`src/rtl/stego_pkg.sv`:
```
// rtl/stego_pkg.sv - shared constants, FSM states and trit codes for the stego decode stage
package stego_pkg;

  localparam int IMG_DIM = 64;
  localparam int BLK     = 4;
  localparam int WORD_W  = 16;
  localparam int TRITS   = 14;

  localparam int ADDR_W = $clog2(IMG_DIM);
  localparam int PIX_W  = $clog2(BLK * BLK);
  localparam int BLK_W  = 2 * $clog2(IMG_DIM / BLK);
  localparam int WGT_W  = 22;
  localparam int ACC_W  = WGT_W + 1;

  // Trit codes, shared with the encode stage.
  localparam logic [1:0] TRIT_ZERO  = 2'd0;
  localparam logic [1:0] TRIT_PLUS  = 2'd1;
  localparam logic [1:0] TRIT_MINUS = 2'd2;

  typedef enum logic [2:0] {
    ST_IDLE,
    ST_SCAN,
    ST_EXTRACT,
    ST_EMIT,
    ST_DONE
  } state_e;

endpackage

```
`src/rtl/trit_accumulator.sv`:
```
// rtl/trit_accumulator.sv - base-3 to binary accumulator, least-significant trit first
module trit_accumulator
  import stego_pkg::*;
(
  input  logic              clk,
  input  logic              rst_n,
  input  logic              clear,
  input  logic              trit_valid,
  input  logic [1:0]        trit,
  output logic [WORD_W-1:0] acc_lo,
  output logic              overflow
);

  logic [ACC_W-1:0] acc_q, acc_d, addend;
  logic [WGT_W-1:0] wgt_q, wgt_d;
  logic [4:0]       cnt_q, cnt_d;

  always_comb begin
    acc_d  = acc_q;
    wgt_d  = wgt_q;
    cnt_d  = cnt_q;
    addend = '0;
    if (clear) begin
      acc_d = '0;
      wgt_d = WGT_W'(1);
      cnt_d = '0;
    end else if (trit_valid && (cnt_q < 5'(TRITS))) begin
      case (trit)
        TRIT_PLUS:  addend = {1'b0, wgt_q};
        TRIT_MINUS: addend = {wgt_q, 1'b0};
        default:    addend = '0;
      endcase
      acc_d = acc_q + addend;
      // weight *= 3 as w + 2w; the wrap after the last trit is never used
      wgt_d = wgt_q + {wgt_q[WGT_W-2:0], 1'b0};
      cnt_d = cnt_q + 5'd1;
    end
  end

  always_ff @(posedge clk or negedge rst_n) begin
    if (!rst_n) begin
      acc_q <= '0;
      wgt_q <= WGT_W'(1);
      cnt_q <= '0;
    end else begin
      acc_q <= acc_d;
      wgt_q <= wgt_d;
      cnt_q <= cnt_d;
    end
  end

  assign acc_lo   = acc_q[WORD_W-1:0];
  assign overflow = |acc_q[ACC_W-1:WORD_W];

endmodule

```
`src/rtl/stego_decode.sv`:
```
// rtl/stego_decode.sv - recovers one 16-bit word per 4x4 stego block, 33 cycles per block
// Optional DECODE_STRICT_CHECK_EN: also flag skipped-pixel mismatches and words above 16 bits.
module stego_decode
  import stego_pkg::*;
(
  input  logic              clk,
  input  logic              rst_n,
  input  logic              start,
  output logic [ADDR_W-1:0] row,
  output logic [ADDR_W-1:0] col,
  input  logic [23:0]       cover_pix,
  input  logic [23:0]       stego_pix,
  output logic              word_valid,
  output logic [WORD_W-1:0] word_data,
  output logic [BLK_W-1:0]  word_idx,
  output logic              busy,
  output logic              done,
  output logic              err
);

  state_e            state_q, state_d;
  logic [BLK_W-1:0]  blk_q, blk_d;
  logic [PIX_W-1:0]  pix_q, pix_d, second_q, second_d;
  logic [7:0]        ref_q, ref_d;
  logic              found_q, found_d;
  logic              word_valid_q, word_valid_d;
  logic [WORD_W-1:0] word_data_q, word_data_d;
  logic [BLK_W-1:0]  word_idx_q, word_idx_d;
  logic              busy_q, busy_d, done_q, done_d, err_q, err_d;

  logic [7:0]        cover_g, stego_g;
  logic [8:0]        diff;
  logic              skip, trit_valid, acc_clear, acc_ovf;
  logic [1:0]        trit;
  logic [WORD_W-1:0] acc_lo;
  logic              unused_bits;

  assign cover_g = cover_pix[15:8];
  assign stego_g = stego_pix[15:8];
  assign diff    = {1'b0, stego_g} - {1'b0, cover_g};
  assign skip    = (pix_q == '0) || (pix_q == second_q);

  always_comb begin
    state_d      = state_q;
    blk_d        = blk_q;
    pix_d        = pix_q;
    second_d     = second_q;
    ref_d        = ref_q;
    found_d      = found_q;
    word_valid_d = 1'b0;
    word_data_d  = word_data_q;
    word_idx_d   = word_idx_q;
    busy_d       = busy_q;
    done_d       = done_q;
    err_d        = err_q;
    trit_valid   = 1'b0;
    trit         = TRIT_ZERO;
    acc_clear    = 1'b0;
    case (state_q)
      ST_IDLE, ST_DONE: begin
        if (start) begin
          state_d   = ST_SCAN;
          blk_d     = '0;
          pix_d     = '0;
          err_d     = 1'b0;
          busy_d    = 1'b1;
          done_d    = 1'b0;
          acc_clear = 1'b1;
        end
      end
      ST_SCAN: begin
        if (pix_q == '0) begin
          ref_d    = cover_g;
          found_d  = 1'b0;
          second_d = PIX_W'(1);
        end else if (!found_q && (cover_g != ref_q)) begin
          second_d = pix_q;
          found_d  = 1'b1;
        end
        pix_d = pix_q + PIX_W'(1);
        if (pix_q == '1) state_d = ST_EXTRACT;
      end
      ST_EXTRACT: begin
        if (skip) begin
`ifdef DECODE_STRICT_CHECK_EN
          if (stego_g != cover_g) err_d = 1'b1;
`endif
        end else begin
          trit_valid = 1'b1;
          case (diff)
            9'h000:  trit = TRIT_ZERO;
            9'h001:  trit = TRIT_PLUS;
            9'h1FF:  trit = TRIT_MINUS;
            default: begin
              trit  = TRIT_ZERO;
              err_d = 1'b1;
            end
          endcase
        end
        pix_d = pix_q + PIX_W'(1);
        if (pix_q == '1) state_d = ST_EMIT;
      end
      ST_EMIT: begin
        word_valid_d = 1'b1;
        word_data_d  = acc_lo;
        word_idx_d   = blk_q;
        acc_clear    = 1'b1;
`ifdef DECODE_STRICT_CHECK_EN
        if (acc_ovf) err_d = 1'b1;
`endif
        blk_d = blk_q + BLK_W'(1);
        if (blk_q == '1) begin
          state_d = ST_DONE;
          busy_d  = 1'b0;
          done_d  = 1'b1;
        end else begin
          state_d = ST_SCAN;
        end
      end
      default: state_d = ST_IDLE;
    endcase
  end

  always_ff @(posedge clk or negedge rst_n) begin
    if (!rst_n) begin
      state_q      <= ST_IDLE;
      blk_q        <= '0;
      pix_q        <= '0;
      second_q     <= '0;
      ref_q        <= '0;
      found_q      <= 1'b0;
      word_valid_q <= 1'b0;
      word_data_q  <= '0;
      word_idx_q   <= '0;
      busy_q       <= 1'b0;
      done_q       <= 1'b0;
      err_q        <= 1'b0;
    end else begin
      state_q      <= state_d;
      blk_q        <= blk_d;
      pix_q        <= pix_d;
      second_q     <= second_d;
      ref_q        <= ref_d;
      found_q      <= found_d;
      word_valid_q <= word_valid_d;
      word_data_q  <= word_data_d;
      word_idx_q   <= word_idx_d;
      busy_q       <= busy_d;
      done_q       <= done_d;
      err_q        <= err_d;
    end
  end

  trit_accumulator u_acc (
    .clk        (clk),
    .rst_n      (rst_n),
    .clear      (acc_clear),
    .trit_valid (trit_valid),
    .trit       (trit),
    .acc_lo     (acc_lo),
    .overflow   (acc_ovf)
  );

  // Block index splits into block row (upper half) and block column (lower half).
  assign row        = {blk_q[BLK_W-1:BLK_W/2], pix_q[PIX_W-1:PIX_W/2]};
  assign col        = {blk_q[BLK_W/2-1:0], pix_q[PIX_W/2-1:0]};
  assign word_valid = word_valid_q;
  assign word_data  = word_data_q;
  assign word_idx   = word_idx_q;
  assign busy       = busy_q;
  assign done       = done_q;
  assign err        = err_q;

`ifdef DECODE_STRICT_CHECK_EN
  assign unused_bits = ^{cover_pix[23:16], cover_pix[7:0], stego_pix[23:16], stego_pix[7:0]};
`else
  assign unused_bits = ^{cover_pix[23:16], cover_pix[7:0], stego_pix[23:16], stego_pix[7:0], acc_ovf};
`endif

endmodule

```
`config.mk`:
```
export PLATFORM = sky130hd
export DESIGN_NAME = stego_decode
export DESIGN_NICKNAME = d
export VERILOG_FILES = /design/src/rtl/stego_pkg.sv /design/src/rtl/trit_accumulator.sv /design/src/rtl/stego_decode.sv
export SDC_FILE = /design/constraint.sdc
export NUM_CORES = 1
export LEC_CHECK = 0
export ABC_AREA = 1
export BUFFER_PORTS_ARGS = -buffer_cell sky130_fd_sc_hd__clkbuf_2
export CAP_MARGIN = 25
export CORE_MARGIN = 3
export CORE_UTILIZATION = 59
export CTS_BUF_LIST = sky130_fd_sc_hd__clkbuf_4 sky130_fd_sc_hd__clkbuf_8 sky130_fd_sc_hd__clkbuf_16
export DETAILED_ROUTE_END_ITERATION = 6
export PLACE_DENSITY = 0.8
export SLEW_MARGIN = 5
export SYNTH_ARGS = -nofsm -noshare
export SYNTH_HDL_FRONTEND = slang
export SYNTH_HIERARCHICAL = 1
export SYNTH_SLANG_ARGS = --single-unit
```
`constraint.sdc`:
```
create_clock -name clk -period 6 [get_ports clk]
set_clock_uncertainty 0.05 [all_clocks]
set_input_delay 1.2 -clock clk [delete_from_list [all_inputs] [get_ports clk]]
set_output_delay 1.2 -clock clk [all_outputs]
set_load 0.03 [all_outputs]
```
# --- Yosys cells after proc, flatten, opt, wreduce, memory -nomap -nowiden ---
# Index checks and enable logic that the tools add are counted.
totals:
  ff_bits: 106
  input_bits: 51
  output_inout_bits: 40
  word_cells: 101
op_classes:
  n_mux: 39
  n_reduce_logical: 22
  eq_ne: 18
  n_addsub: 6
  n_lt_le_gt_ge: 1
op_table:
  columns: ["op", "count"]
  rows:
  - ["2-to-1 mux 23 bit", 4]
  - ["one-hot mux 23 bit (2 select lines)", 1]
  - ["2-to-1 mux 22 bit", 2]
  - ["adder 23 bit", 1]
  - ["adder 22 bit", 1]
  - ["one-hot mux 8 bit (2 select lines)", 1]
  - ["2-to-1 mux 1 bit", 12]
  - ["2-to-1 mux 3 bit", 4]
  - ["2-to-1 mux 4 bit", 3]
  - ["!= test 2 bit (second input constant)", 6]
  - ["one-hot mux 3 bit (4 select lines)", 1]
  - ["2-to-1 mux 5 bit", 2]
  - ["nonzero test 2 bit", 5]
  - ["equality test 9 x 1 -> 1 bit (second input constant)", 1]
  - ["equality test 9 bit (second input constant)", 1]
  - ["zero test 9 bit", 1]
  - ["subtractor 8 x 8 -> 9 bit", 1]
  - ["adder 8 x 1 -> 8 bit (second input constant)", 1]
  - ["equality test 8 bit (second input constant)", 1]
  - ["2-to-1 mux 8 bit", 1]
  - ["!= test 8 bit", 1]
  - ["one-hot mux 1 bit (2 select lines)", 4]
  - ["one-hot mux 4 bit (2 select lines)", 1]
  - ["AND reduction 2 bit", 4]
  - ["other kinds (21)", 26]

# --- Depth between registers and ports, before layout ---
# Gate-level depths: netlist of run 1.
depth:
  ltp_word: 12
  ltp_mapped: 32
  ltp_nobuf: 30

# --- Hierarchy ---
# The synthesis of run 1 kept the hierarchy.
by_module_without_submodules:
  columns: ["mod", "instances", "cells_each", "area_each_um2", "seq_area_each_um2"]
  rows:
  - ["trit_accumulator", 1, 840, 5218.8, 1252.5]
  - ["stego_decode", 1, 395, 3091.7, 1401.3]

# --- Least setup slack after synthesis of run 1 ---
# Ideal clock, no wire load.
synth_timing:
  path_kind: "in2reg"
  start: "input port stego_pix[8]"
  end: "register u_acc.acc_q[12]"
  arrival_time_ns: 4.688
  n_path_buf: 1
  required_time_ns: 5.833
  path_slack_ns: 1.145
  setup_ns: 0.117
  path_stages: 30
  path_cell_list: "inv_1 ha_1 fa_1 inv_1 nand3_1 nand2_1 nand2_1 nand2_1 nand3b_1 nor2_1 nand3_1 nor3_1 inv_1 ha_1 inv_1 nand2_1 clkbuf_1 nor2_1 ha_1 fa_1 nand2_1 inv_1 nand2_1 nand3_1 nand2_1 nand2_2 nand2_1 nand3b_1 nand3_1 nand2_1"
synth_via:
  elab_chain_len: 12
  word_cells_on_any_way: 14
  cone_classes: "2 x add/sub; 4 x eq/ne; 8 x mux"
synth_rtl:
  columns: ["element", "line_no", "source"]
  rows:
  - ["start, declared", "stego_decode.sv:12", "input logic [23:0] stego_pix,"]
  - ["subtractor 8 x 8 -> 9 bit *", "stego_decode.sv:40", "assign diff = {1'b0, stego_g} - {1'b0, cover_g};"]
  - ["equality test 9 bit or equality test 9 x 1 -> 1 bit (tied branches)", "stego_decode.sv:90", "case (diff)"]
  - ["one-hot mux 2 bit (2 select lines) *", "stego_decode.sv:90", null]
  - ["2-to-1 mux 2 bit *", "stego_decode.sv:84", "if (skip) begin"]
  - ["2-to-1 mux 2 bit *", "stego_decode.sv:59", "case (state_q)"]
  - ["net trit[0]", "stego_decode.sv:34", "logic [1:0] trit;"]
  - ["equality test 2 bit or equality test 2 x 1 -> 1 bit (tied branches)", "trit_accumulator.sv:28", "case (trit)"]
  - ["one-hot mux 23 bit (2 select lines) *", "trit_accumulator.sv:28", null]
  - ["2-to-1 mux 23 bit *", "trit_accumulator.sv:27", "end else if (trit_valid && (cnt_q < 5'(TRITS))) begin"]
  - ["2-to-1 mux 23 bit *", "trit_accumulator.sv:23", "if (clear) begin"]
  - ["adder 23 bit *", "trit_accumulator.sv:33", "acc_d = acc_q + addend;"]
  - ["2-to-1 mux 23 bit *", "trit_accumulator.sv:27", null]
  - ["2-to-1 mux 23 bit *", "trit_accumulator.sv:23", null]
  - ["end signal, assigned", "trit_accumulator.sv:42", "acc_q <= '0;"]
  - ["end signal, assigned", "trit_accumulator.sv:46", "acc_q <= acc_d;"]
  - ["end, declared", "trit_accumulator.sv:14", "logic [ACC_W-1:0] acc_q, acc_d, addend;"]
# Mark *: on every way through the listed nets, which the timed path passes. The rest lies on a longest branch. The select of a mux whose other input is x is not followed.
# A chain may end at the register's enable or synchronous reset.

# --- Final worst setup path of run 1 ---
layout_timing:
  start: "input port cover_pix[8]"
  end: "register u_acc.acc_q[12]"
layout_via:
  elab_chain_len: 12
  word_cells_on_any_way: 14
  cone_classes: "2 x add/sub; 4 x eq/ne; 8 x mux"
layout_rtl:
  columns: ["element", "line_no", "source"]
  rows:
  - ["start, declared", "stego_decode.sv:11", "input logic [23:0] cover_pix,"]
  - ["subtractor 8 x 8 -> 9 bit *", "stego_decode.sv:40", null]
  - ["equality test 9 bit or equality test 9 x 1 -> 1 bit (tied branches)", "stego_decode.sv:90", null]
  - ["one-hot mux 2 bit (2 select lines) *", "stego_decode.sv:90", null]
  - ["2-to-1 mux 2 bit *", "stego_decode.sv:84", null]
  - ["2-to-1 mux 2 bit *", "stego_decode.sv:59", null]
  - ["net trit[0]", "stego_decode.sv:34", null]
  - ["equality test 2 bit or equality test 2 x 1 -> 1 bit (tied branches)", "trit_accumulator.sv:28", null]
  - ["one-hot mux 23 bit (2 select lines) *", "trit_accumulator.sv:28", null]
  - ["2-to-1 mux 23 bit *", "trit_accumulator.sv:27", null]
  - ["2-to-1 mux 23 bit *", "trit_accumulator.sv:23", null]
  - ["adder 23 bit *", "trit_accumulator.sv:33", null]
  - ["2-to-1 mux 23 bit *", "trit_accumulator.sv:27", null]
  - ["2-to-1 mux 23 bit *", "trit_accumulator.sv:23", null]
# Marks and branches as above.

==> impl_metrics.env, run 1 <==
export IMPL_outcome="finished, final reports clean"
export IMPL_antenna_violations_before_repair=0
export IMPL_peak_per_stage_delay_on_the_critical_path_ps=450
export IMPL_gr_usage_all_layers=0.231
export IMPL_route_antenna_remaining_nets=0
export IMPL_critPathKind="input port to flip-flop"
export IMPL_cts_hold_buffers_added=0
export IMPL_number_of_standard_cell_rows_in_the_floorplan=38
export IMPL_reg2reg_setup_slack_ps=2080
export IMPL_unrepaired_setup_endpoints_after_global_routing="false"
export IMPL_tritoncts="built"
export IMPL_worst_slew_slack_as_a_fraction_of_its_limit=0.513
export IMPL_crit_arrival_ps=5320
export IMPL_synthCells=934
export IMPL_drv_slew=0
export IMPL_post_route_min_period_ps=5120
export IMPL_fin_crit_sh=0.854
export IMPL_nNetsFinal=1068
export IMPL_fp_dieW_um=112
export IMPL_clock_network_fraction_of_total_power=0.268
export IMPL_worst_margin_pin_slew_ps=730
export IMPL_cts_buffers=9
export IMPL_postCtsSetupRepairBufs=0
export IMPL_crit_start="cover_pix[8]"
export IMPL_r2r_end="u_acc/acc_q[12]"
export IMPL_crit_end="u_acc/acc_q[12]"
export IMPL_holdCritPathClass="flip-flop to flip-flop"
export IMPL_num_vias=5731
export IMPL_seqPwrFrac=0.368
export IMPL_hold_viol=0
export IMPL_drt_iter0_drc=480
export IMPL_power_switching_fraction=0.413
export IMPL_cts_buffer_depth=2
export IMPL_critPathMostFrequentCell="nand2_1"
export IMPL_max_cap_violations=0
export IMPL_design_die_area_um2=12600
export IMPL_setup_ws_ps=878
export IMPL_worst_r2r_path_depth=22
export IMPL_skew_pair_late_insertion_delay_ps=360
export IMPL_rr_startpoint="pix_q[0]"
export IMPL_die_height_um=112
export IMPL_worst_setup_ep_type="flip-flop"
export IMPL_core_area_um2=10900
export IMPL_clkSlewWorstSetupHoldPaths_ps=70
export IMPL_remaining_drc_errors=0
export IMPL_grt_pass1_vias=5336
export IMPL_globalplace_congestion=0.886
export IMPL_endpoint_required_time_on_the_critical_path_ps=6200
export IMPL_syn_cell_area_um2=6680
export IMPL_post_route_cell_area_um2=7220
export IMPL_htreeDepth=3
export IMPL_port_buffer_count=58
export IMPL_cts_root_buffer="clkbuf_16"
export IMPL_post_cts_resize_count=0
export IMPL_max_freq_mhz=195
export IMPL_antennaDiodeCount=0
export IMPL_starting_utilization_of_the_core_area=0.611
export IMPL_yosysWarnings=6
export IMPL_area_growth_pct=8.15
export IMPL_crit_path_start_kind="input port"
export IMPL_comb_power_share=0.364
export IMPL_design_portCount=91
export IMPL_final_layout_size_suffix_gt1_frac=0.133
export IMPL_net_switching_power_uw=933
export IMPL_irDropWorstVdd_v=0.000315
export IMPL_detail_route_first_pass_iterations=5
export IMPL_grt_pass1_wl_um=24300
export IMPL_power_leakage_uw=0.00410
export IMPL_pin_count_of_the_biggest_net_entering_global_routing=60
export IMPL_p_per_cell_area_nw_per_um2=313
export IMPL_place_worst_setup_slack_ps=537
export IMPL_dpl_hpwl_um=10400
export IMPL_synth_fp_nets=1034
export IMPL_avgSynthCellArea_um2=7.15
export IMPL_drt_total_wl_um=14000
export IMPL_avgRoutedWirePerCell_um=12.6
export IMPL_crit_path_top_delay_cell="fa_1"
export IMPL_route_detailed_vias_per_inst=5.15
export IMPL_grt_ovfl_total=0
export IMPL_clkSinkCount=93
export IMPL_maximum_fanout_encountered_on_the_critical_timing_path=16
export IMPL_totalNegativeSetupSlack_ps=0
export IMPL_placed_cell_area_um2=6910
export IMPL_power_report_internal_total_uw=1330
export IMPL_finalSetupViolations=0
[registers in the layout (all words and copies together) (netlist names)]
signal and cells:
ref_q 8, done 1, u_acc/cnt_q 5, u_acc/wgt_q 16, found_q 1, err 1, blk_q 8, second_q 4
u_acc/acc_q 16, word_data 16, word_idx 8, state_q 3, busy 1, pix_q 4, word_valid 1
[cell usage in the layout (no fill, tap or decap), types with 16 or more instances in the layout]
cell type and count:
dfrtp_1 92, nor2_1 52, o22ai_1 21, clkbuf_2 57
o21ai_0 33, nand3_1 46, xnor2_1 16, ha_1 46
inv_1 141, o21ai_1 23, a21oi_1 24, nand2_1 316
[power by group through the flow]
stage / combinational [uW] / clock, uW / sequential (uW)
floorplan: 584 / 0 / 916
CTS: 823 / 617 / 831
finish: 821 / 606 / 831
global placement: 800 / 0 / 837
global route: 917 / 637 / 847
detailed placement: 815 / 0 / 841
[worst max-delay path: cells and delay by family]
kind	cells	cell delay (ps)
and+or+nand+nor	19	2110
adders and majority gates	5	1570
buffers and inverters	5	400
[stage by stage]
step | hold WS (ps) | utilization | cells | total power [uW]
floorplan | 404 | - | 934 | 1500
global placement | 405 | 0.632 | 1097 | 1640
detailed placement | 409 | 0.632 | 1097 | 1660
CTS | 427 | 0.660 | 1113 | 2270
global route | 448 | 0.660 | 1113 | 2400
finish | 422 | 0.660 | 1113 | 2260
[cell type report]
type,instances,area (um2)
Inverter,152,573
Fill cell,966,3710
Clock buffer,10,239
Clock inverter,6,76.3
Multi-Input combinational cell,653,3530
Tap cell,140,175
Timing Repair Buffer,59,300
Sequential cell,93,2330
[worst min path at each step]
stage | from | end | depth (start not counted)
after floorplan | found_q | found_q | 2
after global placement | word_data[4] | word_data[4] | 2
after detailed placement | word_data[10] | word_data[10] | 2
after CTS | word_data[10] | word_data[10] | 2
after global routing | word_data[8] | word_data[8] | 2
final | word_data[10] | word_data[10] | 2
[metal layers]
| layer | vias to the layer above | routed length, um | GRT usage | part of all wire |
|---|---|---|---|---|
| li1 | 2992 | - | - | - |
| met1 | 2626 | 6660 | 0.326 | 0.48 |
| met2 | 99 | 6650 | 0.371 | 0.47 |
| met3 | 14 | 484 | 0.0307 | 0.035 |
| met4 | 0 | 210 | 0.0777 | 0.015 |
| met5 | - | 0 | 0 | 0 |
(Power assumes the default switching activity.)
==> inputs of run 2 (changes only) <==
--- a/config.mk
+++ b/config.mk
@@ -6,7 +6,7 @@
 export NUM_CORES = 1
 export LEC_CHECK = 0
 export ABC_AREA = 1
-export BUFFER_PORTS_ARGS = -buffer_cell sky130_fd_sc_hd__clkbuf_2
+export BUFFER_PORTS_ARGS = -buffer_cell sky130_fd_sc_hd__buf_4
 export CAP_MARGIN = 25
 export CORE_MARGIN = 3
 export CORE_UTILIZATION = 59
==> run 2 against run 1 <==
  * Utilization up 1.0 points
  * Sequential power barely moved
  * First-iteration DRC count is 18% lower
  * Setup slack better by 51 ps
  * Die area unchanged
  * Via count increased by 0.26%
  * Critical path depth unchanged
  * Register-to-register slack about the same
  * Final cell count stayed put
==> impl_metrics.env, run 2 (same netlist as run 1, synthesis figures left out) <==
export IMPL_cts_root_buffer="clkbuf_16"
export IMPL_worst_r2r_path_depth=22
export IMPL_dpl_hpwl_um=10500
export IMPL_die_height_um=112
export IMPL_drt_iter0_drc=392
export IMPL_clkSinkCount=93
export IMPL_max_cap_violations=0
export IMPL_irDropWorstVdd_v=0.000324
export IMPL_post_cts_resize_count=0
export IMPL_critPathMostFrequentCell="nand2_1"
export IMPL_worst_setup_ep_type="flip-flop"
export IMPL_fp_dieW_um=112
export IMPL_finish_cell_count_without_fillers=1113
export IMPL_cts_buffers=9
export IMPL_totalNegativeSetupSlack_ps=0
export IMPL_maximum_fanout_encountered_on_the_critical_timing_path=16
export IMPL_outcome="finished, final reports clean"
export IMPL_design_portCount=91
export IMPL_holdCritPathClass="flip-flop to flip-flop"
export IMPL_worst_hold_path_num_cells=2
export IMPL_globalplace_congestion=0.851
export IMPL_crit_path_start_kind="input port"
export IMPL_antennaDiodeCount=0
export IMPL_p_per_cell_area_nw_per_um2=305
export IMPL_drt_total_wl_um=14100
export IMPL_power_report_internal_total_uw=1300
export IMPL_worst_slew_slack_as_a_fraction_of_its_limit=0.440
export IMPL_nNetsFinal=1068
export IMPL_min_delay_start="word_idx[0]"
export IMPL_setup_ws_ps=929
export IMPL_comb_power_share=0.385
export IMPL_post_route_min_period_ps=5070
export IMPL_gr_usage_all_layers=0.231
export IMPL_avgRoutedWirePerCell_um=12.6
export IMPL_sequential_cell_area_um2=2330
export IMPL_r2r_end="u_acc/acc_q[12]"
export IMPL_grt_pass1_wl_um=24500
export IMPL_place_detailed_instances=1097
export IMPL_hold_viol=0
export IMPL_tritoncts="built"
export IMPL_place_worst_setup_slack_ps=594
export IMPL_critPathKind="input port to flip-flop"
export IMPL_detail_route_first_pass_iterations=5
export IMPL_route_antenna_remaining_nets=0
export IMPL_final_common_cell="nand2_1"
export IMPL_unrepaired_setup_endpoints_after_global_routing="false"
export IMPL_power_leakage_uw=0.00413
export IMPL_crit_path_top_delay_cell="fa_1"
export IMPL_fin_crit_sh=0.845
export IMPL_grt_pass1_vias=5392
export IMPL_area_growth_pct=9.78
export IMPL_design_die_area_um2=12600
export IMPL_multi_input_comb_area_um2=3530
export IMPL_max_freq_mhz=197
export IMPL_cts_hold_buffers_added=0
export IMPL_antenna_violations_before_repair=0
export IMPL_seqPwrFrac=0.373
export IMPL_remaining_drc_errors=0
export IMPL_number_of_standard_cell_rows_in_the_floorplan=38
export IMPL_htreeDepth=3
export IMPL_rr_startpoint="pix_q[0]"
export IMPL_power_switching_fraction=0.418
export IMPL_skew_pair_late_insertion_delay_ps=340
export IMPL_cts_buffer_depth=2
export IMPL_post_route_cell_area_um2=7330
export IMPL_core_area_um2=10900
export IMPL_reg2reg_setup_slack_ps=2070
export IMPL_drv_slew=0
export IMPL_port_buffer_count=58
export IMPL_placed_cell_area_um2=7050
export IMPL_postCtsSetupRepairBufs=0
export IMPL_clock_network_fraction_of_total_power=0.242
export IMPL_clkSlewWorstSetupHoldPaths_ps=70
export IMPL_net_switching_power_uw=933
export IMPL_route_detailed_vias_per_inst=5.16
export IMPL_final_layout_size_suffix_gt1_frac=0.133
export IMPL_fill_cells=969
export IMPL_num_vias=5746
export IMPL_grt_ovfl_total=0
export IMPL_crit_arrival_ps=5250
export IMPL_starting_utilization_of_the_core_area=0.611
export IMPL_worst_margin_pin_slew_ps=840
export IMPL_endpoint_required_time_on_the_critical_path_ps=6180
export IMPL_finalSetupViolations=0
export IMPL_peak_per_stage_delay_on_the_critical_path_ps=440
export IMPL_pin_count_of_the_biggest_net_entering_global_routing=70
export IMPL_layout_cells_most_common_list="nand2_1 (316), inv_1 (141), dfrtp_1 (92)"
export IMPL_end_point_of_the_worst_hold_path="word_idx[0]"
-- run 2: cell count changes in the layout (fill, tap and decap cells not counted) --
cell and change:
inv_6 +1, bufinv_16 -1, clkinv_2 +2, clkinv_4 -1
clkbuf_8 -1, buf_4 +57, clkbuf_2 -57
-- run 2: critical path: cells and delay by family --
| family | cells | cell delay, ps |
|---|---|---|
| adders and majority gates | 5 | 1550 |
| buffers and inverters | 5 | 400 |
| and+or+nand+nor | 19 | 2050 |
-- run 2: cell type report --
cell class,count,share of cell area
inverter,152,0.0782
clock inverter,7,0.00768
multi-input combinational,653,0.481
tap,140,0.0239
timing repair buffer,59,0.0604
sequential,93,0.318
clock buffer,9,0.0307
-- run 2: metrics by stage --
step	power (uW)	hold WS, ps	util
2_1_floorplan	1500	404	-
3_3_place_gp	1660	407	0.645
3_5_place_dp	1690	411	0.645
4_1_cts	2240	428	0.670
5_1_grt	2380	458	0.670
6_report	2230	425	0.670
-- run 2: power groups by stage --
stage                     registers [uW]  clock network, uW  logic (uW)
after floorplan                      916                  0         584
after global placement               839                  0         826
after detailed placement             844                  0         848
after CTS                            832                549         861
after global routing                 848                579         958
final                                833                541         860
-- run 2: worst max-delay path by stage --
stage | to | from | cells after the start | slack [ps]
4_1_cts | u_acc/acc_q[12] | cover_pix[8] | 29 | 950
3_5_place_dp | u_acc/acc_q[12] | cover_pix[8] | 29 | 590
6_report | u_acc/acc_q[12] | cover_pix[8] | 29 | 930
3_3_place_gp | u_acc/acc_q[12] | cover_pix[8] | 29 | 680
2_1_floorplan | u_acc/acc_q[12] | stego_pix[8] | 29 | 1300
5_1_grt | u_acc/acc_q[12] | cover_pix[8] | 29 | 510
-- run 2: routing by layer --
metal,track usage,share of wire,vias up,wire length [um]
met1,0.321,0.48,2624,6690
met3,0.0345,0.033,20,470
met2,0.382,0.48,109,6690
met4,0.0601,0.016,0,222
li1,-,-,2993,-
met5,0,0,-,0
